### src/rtl/spi_master_multi.sv
// Full-duplex SPI master: runtime CPOL/CPHA, burst mode that keeps SS low between words.
// Latency: ss_n low 1 cycle after start, done at 1+(2*DATA_BITS+1)*CLK_DIV, busy low CLK_DIV later.
// Backpressure: start is honoured only in IDLE or BURST; elsewhere it is dropped, never queued.
module spi_master_multi #(
  parameter int DATA_BITS = 8,
  parameter int SEL_BITS  = 2,
  parameter int CLK_DIV   = 25
) (
  input  logic                     CLOCK_50,
  input  logic                     reset_n,
  input  logic                     start,
  input  logic                     cpol,
  input  logic                     cpha,
  input  logic [SEL_BITS-1:0]      slave_sel,
  input  logic                     hold_ss,
  input  logic [DATA_BITS-1:0]     data_in,
  input  logic                     miso,
  output logic                     mosi,
  output logic                     sclk,
  output logic [2**SEL_BITS-1:0]   ss_n,
  output logic                     busy,
  output logic                     done,
  output logic [DATA_BITS-1:0]     data_out
);

  localparam int NUM_SLAVES = 2**SEL_BITS;
  localparam int DIV_W      = $clog2(CLK_DIV);
  localparam int EDGES      = 2*DATA_BITS;
  localparam int EDGE_W     = $clog2(EDGES+1);

  typedef enum logic [2:0] {IDLE, LEAD, SHIFT, TRAIL, BURST, GAP} state_t;

  state_t                state;
  logic [DIV_W-1:0]      div_cnt;
  logic [EDGE_W-1:0]     edge_cnt;
  logic [DATA_BITS-1:0]  tx_sr;
  logic [DATA_BITS-1:0]  rx_sr;
  logic                  cpol_q;
  logic                  cpha_q;
  logic                  hold_q;
  logic [SEL_BITS-1:0]   sel_q;

  logic div_end;
  logic load;
  logic edge_now;
  logic sample_now;
  logic last_edge;

  always_comb begin
    div_end    = (div_cnt == DIV_W'(CLK_DIV-1));
    load       = start && (state == IDLE || state == BURST);
    edge_now   = div_end && (state == LEAD || state == SHIFT);
    // Odd-numbered edges (edge_cnt even) are leading; cpha picks which kind samples.
    sample_now = (~edge_cnt[0]) ^ cpha_q;
    last_edge  = (edge_cnt == EDGE_W'(EDGES-1));
  end

  always_ff @(posedge CLOCK_50 or negedge reset_n) begin
    if (!reset_n) begin
      state    <= IDLE;
      div_cnt  <= '0;
      edge_cnt <= '0;
      tx_sr    <= '0;
      rx_sr    <= '0;
      cpol_q   <= 1'b0;
      cpha_q   <= 1'b0;
      hold_q   <= 1'b0;
      sel_q    <= '0;
      mosi     <= 1'b0;
      sclk     <= 1'b0;
      ss_n     <= '1;
      busy     <= 1'b0;
      done     <= 1'b0;
      data_out <= '0;
    end else begin
      done    <= 1'b0;
      // Waiting states hold the divider at zero so every timed state starts a fresh period.
      div_cnt <= (state == IDLE || state == BURST || div_end) ? '0 : div_cnt + 1'b1;

      case (state)
        IDLE: begin
          if (start) begin
            state <= LEAD;
            busy  <= 1'b1;
            sel_q <= slave_sel;
            ss_n  <= ~(NUM_SLAVES'(1) << slave_sel);
          end
        end
        LEAD: begin
          if (div_end) state <= SHIFT;
        end
        SHIFT: begin
          if (div_end && last_edge) state <= TRAIL;
        end
        TRAIL: begin
          if (div_end) begin
            data_out <= rx_sr;
            done     <= 1'b1;
            if (hold_q) begin
              state <= BURST;
              busy  <= 1'b0;
            end else begin
              state <= GAP;
              ss_n  <= '1;
            end
          end
        end
        BURST: begin
          if (start) begin
            state <= LEAD;
            busy  <= 1'b1;
            ss_n  <= ~(NUM_SLAVES'(1) << sel_q);
          end else if (!hold_ss) begin
            state <= GAP;
            busy  <= 1'b1;
            ss_n  <= '1;
          end
        end
        GAP: begin
          if (div_end) begin
            state <= IDLE;
            busy  <= 1'b0;
          end
        end
        default: state <= IDLE;
      endcase

      if (load) begin
        cpol_q   <= cpol;
        cpha_q   <= cpha;
        hold_q   <= hold_ss;
        sclk     <= cpol;
        edge_cnt <= '0;
        // cpha=0 presents the MSB before the first edge; cpha=1 drives it on the leading edge.
        if (cpha) begin
          tx_sr <= data_in;
          mosi  <= 1'b0;
        end else begin
          tx_sr <= data_in << 1;
          mosi  <= data_in[DATA_BITS-1];
        end
      end

      if (edge_now) begin
        sclk     <= ~sclk;
        edge_cnt <= edge_cnt + 1'b1;
        if (sample_now) begin
          rx_sr <= {rx_sr[DATA_BITS-2:0], miso};
        end else if (!last_edge) begin
          mosi  <= tx_sr[DATA_BITS-1];
          tx_sr <= {tx_sr[DATA_BITS-2:0], 1'b0};
        end
      end
    end
  end

endmodule

### config.mk
export PLATFORM = sky130hd
export DESIGN_NAME = spi_master_multi
export DESIGN_NICKNAME = d
export VERILOG_FILES = /design/src/rtl/spi_master_multi.sv
export SDC_FILE = /design/constraint.sdc
export NUM_CORES = 1
export LEC_CHECK = 0
export BUFFER_PORTS_ARGS = -buffer_cell sky130_fd_sc_hd__buf_2
export CAP_MARGIN = 30
export CORE_ASPECT_RATIO = 0.6
export CORE_MARGIN = 1
export CORE_UTILIZATION = 45
export CTS_CLUSTER_DIAMETER = 120
export DETAILED_ROUTE_END_ITERATION = 10
export GPL_TIMING_DRIVEN = 0
export SKIP_LAST_GASP = 1
export SLEW_MARGIN = 10
export SYNTH_ARGS = -nofsm -noshare
export SYNTH_HDL_FRONTEND = slang
export SYNTH_SLANG_ARGS = --single-unit
### constraint.sdc
create_clock -name CLOCK_50 -period 2.9 [get_ports CLOCK_50]
set_input_delay 0.145 -clock CLOCK_50 [delete_from_list [all_inputs] [get_ports CLOCK_50]]
set_output_delay 0.145 -clock CLOCK_50 [all_outputs]
set_load 0.02 [all_outputs]
==> results of run 1 <==
synth_stat cells (2+ instances only):
library cell and count:
xnor2_1 5, a31oi_1 2, and4b_1 2, nand2_1 20, clkbuf_1 7, ha_1 4, o32a_1 2, nor3b_1 2
mux2_2 23, dfstp_2 4, or3b_2 2, or3_1 2, xor2_1 2, nor2_1 14, a21oi_1 2, mux2_4 7
nand2b_1 2, nor3_1 3, mux2i_1 8, nand3b_1 2, inv_1 7, dfrtp_1 45, o21ai_0 10, buf_2 2
buf_4 2, nand3_1 7
final timing paths:
path	startpoint	end	slack [ns]	cells after the start
max	div_cnt[0]$_DFF_PN0_	tx_sr[5]$_DFF_PN0_	0.57	8
min	miso	rx_sr[0]$_DFFE_PN0P_	0.06	2
max reg2reg	div_cnt[0]$_DFF_PN0_	tx_sr[5]$_DFF_PN0_	0.57	8
min reg2reg	data_out[4]$_DFFE_PN0P_	data_out[4]$_DFFE_PN0P_	0.51	1
max in group asynchronous	reset_n	mosi$_DFF_PN0_	2.00	3
min in group asynchronous	reset_n	data_out[0]$_DFFE_PN0P_	0.36	2
timing repair:
action	4_1_cts	5_1_grt
hold endpoints to repair	19	0
gates resized for setup	0	0
hold buffers	1	0
worst register-to-register path, cell delays in order (launching register included):
cell and delay (ns):
dfrtp_1 0.43, inv_1 0.07, ha_1 0.18, nand4b_2 0.19
or3_1 0.34, buf_2 0.17, or3_1 0.37, buf_6 0.17
mux2_4 0.30
layout make-up:
cell class	count	area share [%]
inverters	7	0.944
clock inverters	3	0.764
plain buffers	13	2.38
repair buffers	33	6.65
well taps	66	2.97
multi-input cells	142	39.6
clock buffers	5	2.47
flip-flops and latches	49	44.2
flip-flops by register name (all words and copies together) (netlist names):
| signal | cells |
|---|---|
| busy | 1 |
| cpha_q | 1 |
| data_out | 8 |
| div_cnt | 5 |
| done | 1 |
| edge_cnt | 5 |
| hold_q | 1 |
| mosi | 1 |
| rx_sr | 8 |
| sclk | 1 |
| sel_q | 2 |
| ss_n | 4 |
| state | 3 |
| tx_sr | 8 |
per-stage QoR:
stage,util [%],cell area (um^2)
6_report,54.2,2780
2_1_floorplan,-,2420
5_1_grt,54.2,2780
4_1_cts,54.2,2780
3_5_place_dp,52.3,2680
3_3_place_gp,51.9,2660
logic make-up (layout without fill, tap and decap cells):
logic type               after synthesis  after routing  share of synthesized area (%)
AND/OR/NAND/NOR                       66             66                           14.7
flip-flops                            49             49                           50.8
multiplexers                          38             38                           18.3
AO/OA/AOI/OAI                         27             27                           7.79
buffers and inverters                 20             61                           3.82
XOR/XNOR                               7              7                           2.53
adder cells (fa/ha/maj)                4              4                           2.06
power breakdown:
group	total, mW	leakage (nW)	switching, mW	internal [mW]
sequential	1.05	0.630	0.148	0.897
combinational	0.741	0.706	0.379	0.362
clock	0.417	0.0445	0.245	0.172
metal layers:
metal / vias up / share of wire [%] / wire (um)
li1: 833 / - / -
met1: 801 / 54 / 2520
met2: 33 / 41 / 1900
met3: 7 / 3.9 / 182
met4: 0 / 0.88 / 41
met5: - / 0 / 0
==> results.yml, run 1 <==
run_status:
  outcome: "finished, final reports clean"
placement:
  placed_cells: 309
  gp_congestion: 0.765
  numPortBuffers: 31
  place_ws_ns: 0.600
  dp_hpwl_um: 3310
global_routing:
  grt-busiest-layer: "met1"
  antenna_found_initial: 0
  grt_max_degree: 27
  grt_util_met1_pct: 26.4
  use_met2_pct: 25.5
  first_global_vias: 1600
  grt_use_met3_pct: 4.39
  grt_pass1_wl_um: 7870
  track_usage_pct: 17.7
  grt_overflow: 0
detailed_routing:
  viasPerCell: 5.26
  vias: 1674
  drt_iter0_drc: 71
  antenna_left: 0
  wl_per_cell_um: 14.6
  drc: 0
  dr.pass1.iters: 4
  wl_um: 4640
critical_path:
  critPathCaptureType: "flip-flop"
  cp_max_fo: 9
  arrival_ns: 2.52
  worst_path_max_delay_cell: "dfrtp_1"
  cp_common_cell: "or3_1"
  crit_buf_inv: 3
  critPathTopFamily: "simple AND/OR/NAND/NOR gates"
  cp_cell_sequence: "inv_1 > ha_1 > nand4b_2 > or3_1 > buf_2 > or3_1 > buf_6 > mux2_4"
  slowest_delay_ns: 0.43
  startpoint_type: "flip-flop"
  worstSetupPathType: "reg -> reg"
  required_ns: 3.09
layout:
  mostFrequentLayoutCells: "dfrtp_1 (45), buf_2 (33), mux2_2 (23)"
  layout-drive-gt1-share_pct: 32.9
  area_growth_pct: 14.8
  final-seq-area_um2: 1230
  nets: 272
  n_antenna_cell: 0
  multi_input_area_um2: 1100
  fin_cells: 318
  final_common_cell: "dfrtp_1"
  fill_cells: 443
logic_synthesis:
  syn_nets: 232
  synth_area_leaders: "dfrtp_1 (46%), mux2_2 (11%), dfstp_2 (4.3%)"
  yosys_register_bits: 49
  ys.flop_type: "dfrtp_1"
  synthCells: 211
  synth.distinct_cells: 49
  seq_area_frac_synth_pct: 50.8
  syn_area_um2: 2420
  synth_edf_count: 0
  synth_top_area_share_pct: 46.4
  async_reset_ff_share_pct: 100
  synth_area_leader_cell: "dfrtp_1"
  yosysWarnings: 0
  synth_area_per_cell_um2: 11.5
timing:
  skew_ns: 0.0132
  finalSetupViolCount: 0
  fmax_mhz: 429
  setup_tns_ns: 0
  slew_viol_final: 0
  worst_pin_slew_ns: 0.670
  fin_crit_ns: 2.33
  hold_slack_ns: 0.0633
  period_share_pct: 80.3
  rsz0062_at_grt: "false"
  final_hold_viol_count: 0
  setup_slack_ns: 0.571
  slew_headroom_pct: 55.2
clocking:
  cts.path.max_buffers: 2
  clk_latency_ns: 0.31
  cts-htree-levels: 2
  clkTransAtPathRegs_ns: 0.10
  root_buffer: "clkbuf_8"
  cts_setup_buffers: 0
  cts_tree: "done"
  clock-sinks: 49
  cts_buffers: 5
pwr:
  peakVddDrop_uv: 284
  leakagePower_nw: 1.38
  finalPower_mw: 2.20
  power_density_nw_per_um2: 792
job:
  maxCapViolCount: 0
floorplan:
  core_um2: 5130
  rows: 20
  die-height_um: 58.9
  die-width_um: 96.8
  dieArea_um2: 5700
  start_util_pct: 47.3
  num_io_pins: 33
worst_hold_path:
  hold_class: "in -> reg"
No activity file was read; power rests on OpenSTA's default activity.
==> run 2, diff against run 1 <==
- ABC_AREA: default -> 1
- clock period: 2.9 -> 2.4 ns (I/O delays scaled with it)
==> results.yml, run 2 <==
timing:
  period_share_pct: 78.3
  rsz0062_at_grt: "false"
  hold_slack_ns: 0.0630
  worst_pin_slew_ns: 0.730
  finalSetupViolCount: 0
  skew_ns: 0.00618
  slew_viol_final: 0
  slew_headroom_pct: 51.3
  fin_crit_ns: 1.88
  fmax_mhz: 532
  setup_tns_ns: 0
  final_hold_viol_count: 0
pwr:
  peakVddDrop_uv: 425
  power_density_nw_per_um2: 885
  leakagePower_nw: 1.60
detailed_routing:
  wl_per_cell_um: 11.5
  wl_um: 4990
  drt_iter0_drc: 115
  antenna_left: 0
  viasPerCell: 4.72
  dr.pass1.iters: 5
  drc: 0
  vias: 2047
layout:
  top_regs: "data_out x8, rx_sr x8, tx_sr x8"
  area_growth_pct: 16.1
  final_common_cell: "nand2_1"
  final_cell_area_um2: 2970
  layout-drive-gt1-share_pct: 20.7
  n_antenna_cell: 0
  fill_cells: 506
  finalCoreUtilization_pct: 56.6
  nets: 388
  mostFrequentLayoutCells: "nand2_1 (140), dfrtp_1 (45), buf_2 (35)"
logic_synthesis:
  synth_common_cells: "nand2_1 (140), dfrtp_1 (45), inv_1 (30)"
  syn_nets: 348
  async_reset_ff_share_pct: 100
  yosysWarnings: 0
  synth_area_leaders: "dfrtp_1 (44%), nand2_1 (21%), nand3_1 (5.1%)"
  ys.flop_type: "dfrtp_1"
  synth_area_leader_cell: "dfrtp_1"
  synth_edf_count: 0
  seq_area_frac_synth_pct: 48.1
  synth.most_common_cell: "nand2_1"
  synth.distinct_cells: 31
  syn_area_um2: 2560
  synth_area_per_cell_um2: 7.83
  synthCells: 327
  yosys_register_bits: 49
  synth_top_area_share_pct: 44.0
critical_path:
  critPathTopFamily: "simple AND/OR/NAND/NOR gates"
  required_ns: 2.60
  cp_common_cell: "ha_1"
  slowest_delay_ns: 0.47
  cp_max_fo: 9
  cp_cell_sequence: "ha_1 > nand2_1 > nor2_1 > ha_1 > nor2_4 > nand3_2 > and2_1"
  critPathCaptureType: "flip-flop"
  worst_path_max_delay_cell: "dfrtp_1"
  startpoint_type: "flip-flop"
  crit_buf_inv: 0
  arrival_ns: 2.08
  worstSetupPathType: "reg -> reg"
floorplan:
  dieArea_um2: 6010
  core_um2: 5260
  start_util_pct: 48.7
  num_io_pins: 33
  rows: 20
  die-height_um: 60.4
  die-width_um: 99.4
clocking:
  cts_hold_buffers: 1
  root_buffer: "clkbuf_8"
  cts_resized: 0
  clock-sinks: 49
  cts_setup_buffers: 0
  cts-htree-levels: 2
  cts.path.max_buffers: 2
  clk_latency_ns: 0.30
  cts_tree: "done"
  cts_buffers: 5
  clkTransAtPathRegs_ns: 0.09
global_routing:
  grt_util_met1_pct: 29.3
  grt_overflow: 0
  track_usage_pct: 18.4
  first_global_vias: 1836
  use_met2_pct: 24.1
  grt-busiest-layer: "met1"
  grt_max_degree: 32
  grt_pass1_wl_um: 8530
  grt_use_met3_pct: 4.15
  antenna_found_initial: 0
placement:
  gp_congestion: 0.788
  dp_hpwl_um: 3710
  place_area_um2: 2830
  numPortBuffers: 31
run_status:
  outcome: "finished, final reports clean"
worst_hold_path:
  hold_class: "in -> reg"
job:
  maxCapViolCount: 0
## run 2: cell count changes in the layout (fill, tap and decap cells not counted), sizes merged, moves of 3 or more
cell    before  now
nor3b        3    0
xnor2        5    2
nand2       20  143
o21ai       10   30
nand3        7   28
mux2i        8    0
inv          8   34
mux2        30    0
nor2        14   18
clkbuf      12    5
## run 2: cell families after synthesis
logic type | Yosys count | share of synthesized area [%]
and+or+nand+nor | 194 | 32.4
buffers and inverters | 42 | 7.38
AOI/OAI and AO/OA | 33 | 8.16
xor gates and xnor gates | 5 | 2.00
adders and majority gates | 4 | 1.95
DFF | 49 | 48.1
## run 2: tightest hold or removal path: cells and delay by family
kind / cells / cell delay, ns
compound gates: 1 / 0.06
buf+inv: 2 / 0.15
## run 2: layout make-up
cell class	instances	area (um^2)	share of cell area [%]
Sequential cell	49	1230	41.4
Multi-Input combinational cell	236	1140	38.4
Timing Repair Buffer	33	193	6.48
Inverter	34	128	4.29
Tap cell	66	82.6	2.78
Clock buffer	5	68.8	2.31
Clock inverter	3	68.8	2.31
Buffer	8	61.3	2.06
## run 2: path summary, 6_finish.rpt
check                                             start                    to  slack, ns  cells past startpoint
worst min-delay path                               miso  rx_sr[0]$_DFFE_PN0P_       0.06                      3
worst min register to register      ss_n[2]$_DFFE_PN1P_   ss_n[2]$_DFFE_PN1P_       0.47                      2
min in group asynchronous                       reset_n  div_cnt[4]$_DFF_PN0_       0.41                      2
worst max-delay path            edge_cnt[0]$_DFFE_PN0P_    tx_sr[0]$_DFF_PN0_       0.52                      7
max in group asynchronous                       reset_n   ss_n[0]$_DFFE_PN1P_       1.36                      3
worst max register to register  edge_cnt[0]$_DFFE_PN0P_    tx_sr[0]$_DFF_PN0_       0.52                      7
## run 2: through the flow
step / power [mW] / worst slack (ns) / std cells
finish: 2.63 / 0.522 / 434
global route: 2.83 / 0.412 / 434
CTS: 2.66 / 0.536 / 434
detailed placement: 1.94 / 0.550 / 425
global placement: 1.93 / 0.553 / 424
floorplan: 1.73 / 0.815 / 327
## run 2: where the power goes
group,switching (mW),internal [mW]
Combinational,0.487,0.273
Clock,0.284,0.419
Sequential,0.141,1.03
Total,0.912,1.72
## run 2: layer usage
layer	vias up	wire length, um
li1	1099	-
met1	917	2890
met2	29	1900
met3	2	175
met4	0	25
met5	-	0
==> run 3, diff against run 2 <==
- PLACE_DENSITY: default -> 0.67
- clock period: 2.4 -> 1.6 ns (I/O delays scaled with it)
==> results.yml, run 3 (synthesis gave the netlist of run 2 again) <==
floorplan:
  num_io_pins: 33
  die-width_um: 99.4
  core_um2: 5260
  rows: 20
  die-height_um: 60.4
  start_util_pct: 48.7
  dieArea_um2: 6010
timing:
  slew_headroom_pct: 68.3
  period_share_pct: 96.1
  slew_viol_final: 0
  final_hold_viol_count: 0
  skew_ns: 0.00437
  worst_pin_slew_ns: 0.476
  finalSetupViolCount: 0
  rsz0062_at_grt: "true"
  setup_tns_ns: 0
  fin_crit_ns: 1.54
  fmax_mhz: 651
detailed_routing:
  wl_um: 5280
  wl_per_cell_um: 11.9
  drc: 0
  drt_iter0_drc: 107
  dr.pass1.iters: 4
  viasPerCell: 4.81
  vias: 2136
  antenna_left: 0
critical_path:
  cp_max_fo: 10
  required_ns: 1.80
  arrival_ns: 1.74
  reg2reg_slack_ns: 0.06
  startpoint_type: "flip-flop"
  critPathCaptureType: "flip-flop"
  worstSetupPathType: "reg -> reg"
layout:
  layout-drive-gt1-share_pct: 24.3
  finalCoreUtilization_pct: 58.5
  nets: 398
  mostFrequentLayoutCells: "nand2_1 (138), dfrtp_1 (44), buf_2 (35)"
  top_regs: "data_out x8, rx_sr x8, tx_sr x8"
  n_antenna_cell: 0
  area_growth_pct: 19.9
  final_common_cell: "nand2_1"
placement:
  dp_hpwl_um: 3920
  gp_congestion: 0.808
  numPortBuffers: 31
run_status:
  outcome: "finished, final reports clean"
global_routing:
  first_global_vias: 1942
  track_usage_pct: 20.1
  grt_pass1_wl_um: 9200
  antenna_found_initial: 0
  grt_max_degree: 30
  grt_overflow: 0
clocking:
  cts_buffers: 5
  cts.path.max_buffers: 2
  clkTransAtPathRegs_ns: 0.09
  clk_latency_ns: 0.30
  root_buffer: "clkbuf_8"
  clock-sinks: 49
  cts-htree-levels: 2
  cts_tree: "done"
pwr:
  leakagePower_nw: 1.64
  finalPower_mw: 3.94
  power_density_nw_per_um2: 1280
  peakVddDrop_uv: 810
worst_hold_path:
  hold_class: "in -> reg"
job:
  maxCapViolCount: 0
-- run 3: layout make-up --
cell class              instances  area, um^2
plain buffers                   8        61.3
clock buffers                   6        82.6
clock inverters                 2        37.5
fillers                       493        2180
inverters                      34         130
multi-input cells             236        1170
flip-flops and latches         49        1230
well taps                      66        82.6
repair buffers                 43         279
-- run 3: report_power, final --
group / switching (mW) / internal, mW / total, mW
Combinational: 0.785 / 0.472 / 1.26
Sequential: 0.219 / 1.54 / 1.76
Clock: 0.419 / 0.508 / 0.928
-- run 3: worst max-delay path, cell delays in order, from the launching register on --
cell and delay [ns]:
dfrtp_1 0.41, inv_1 0.07, ha_1 0.16, nand2_1 0.09, nor2_4 0.13, buf_12 0.14, nand3_4 0.12, buf_6 0.18
nand2_1 0.08, o21ai_2 0.05
-- run 3: metal layers --
metal  vias to the layer above  GRT usage (%)  routed length, um
met3                         2           4.84                273
met2                        51           28.5               2120
met4                         0           4.41                 12
met5                         -              0                  0
li1                       1114              -                  -
met1                       969           31.0               2880
-- run 3: metrics by stage --
step	hold slack, ns	cells	cell area [um^2]	setup slack [ns]
finish	0.0721	444	3070	0.0628
detailed placement	0.0667	425	2820	-0.210
CTS	0.0653	437	2980	0.00743
floorplan	-0.216	327	2560	0.0145
global placement	0.334	424	2800	-0.217
global route	0.0786	444	3070	-0.0239
-- run 3: final timing paths --
| check | cells after the start | endpoint | startpoint |
|---|---|---|---|
| worst max-delay path | 9 | rx_sr[4]$_DFFE_PN0P_ | div_cnt[0]$_DFF_PN0_ |
| worst min-delay path | 5 | sclk$_DFFE_PN0P_ | cpol |
| worst max register to register | 9 | rx_sr[4]$_DFFE_PN0P_ | div_cnt[0]$_DFF_PN0_ |
| worst min register to register | 2 | ss_n[0]$_DFFE_PN1P_ | ss_n[0]$_DFFE_PN1P_ |
| max in group asynchronous | 3 | edge_cnt[0]$_DFFE_PN0P_ | reset_n |
| min in group asynchronous | 2 | tx_sr[2]$_DFF_PN0_ | reset_n |
-- run 3: timing repair --
item,4_1_cts,5_1_grt
endpoints found under the hold margin,17,0
endpoints found under the setup margin,14,27
buffers inserted,2,7
pin swaps,2,4
resized for setup,2,9
hold buffers,2,0
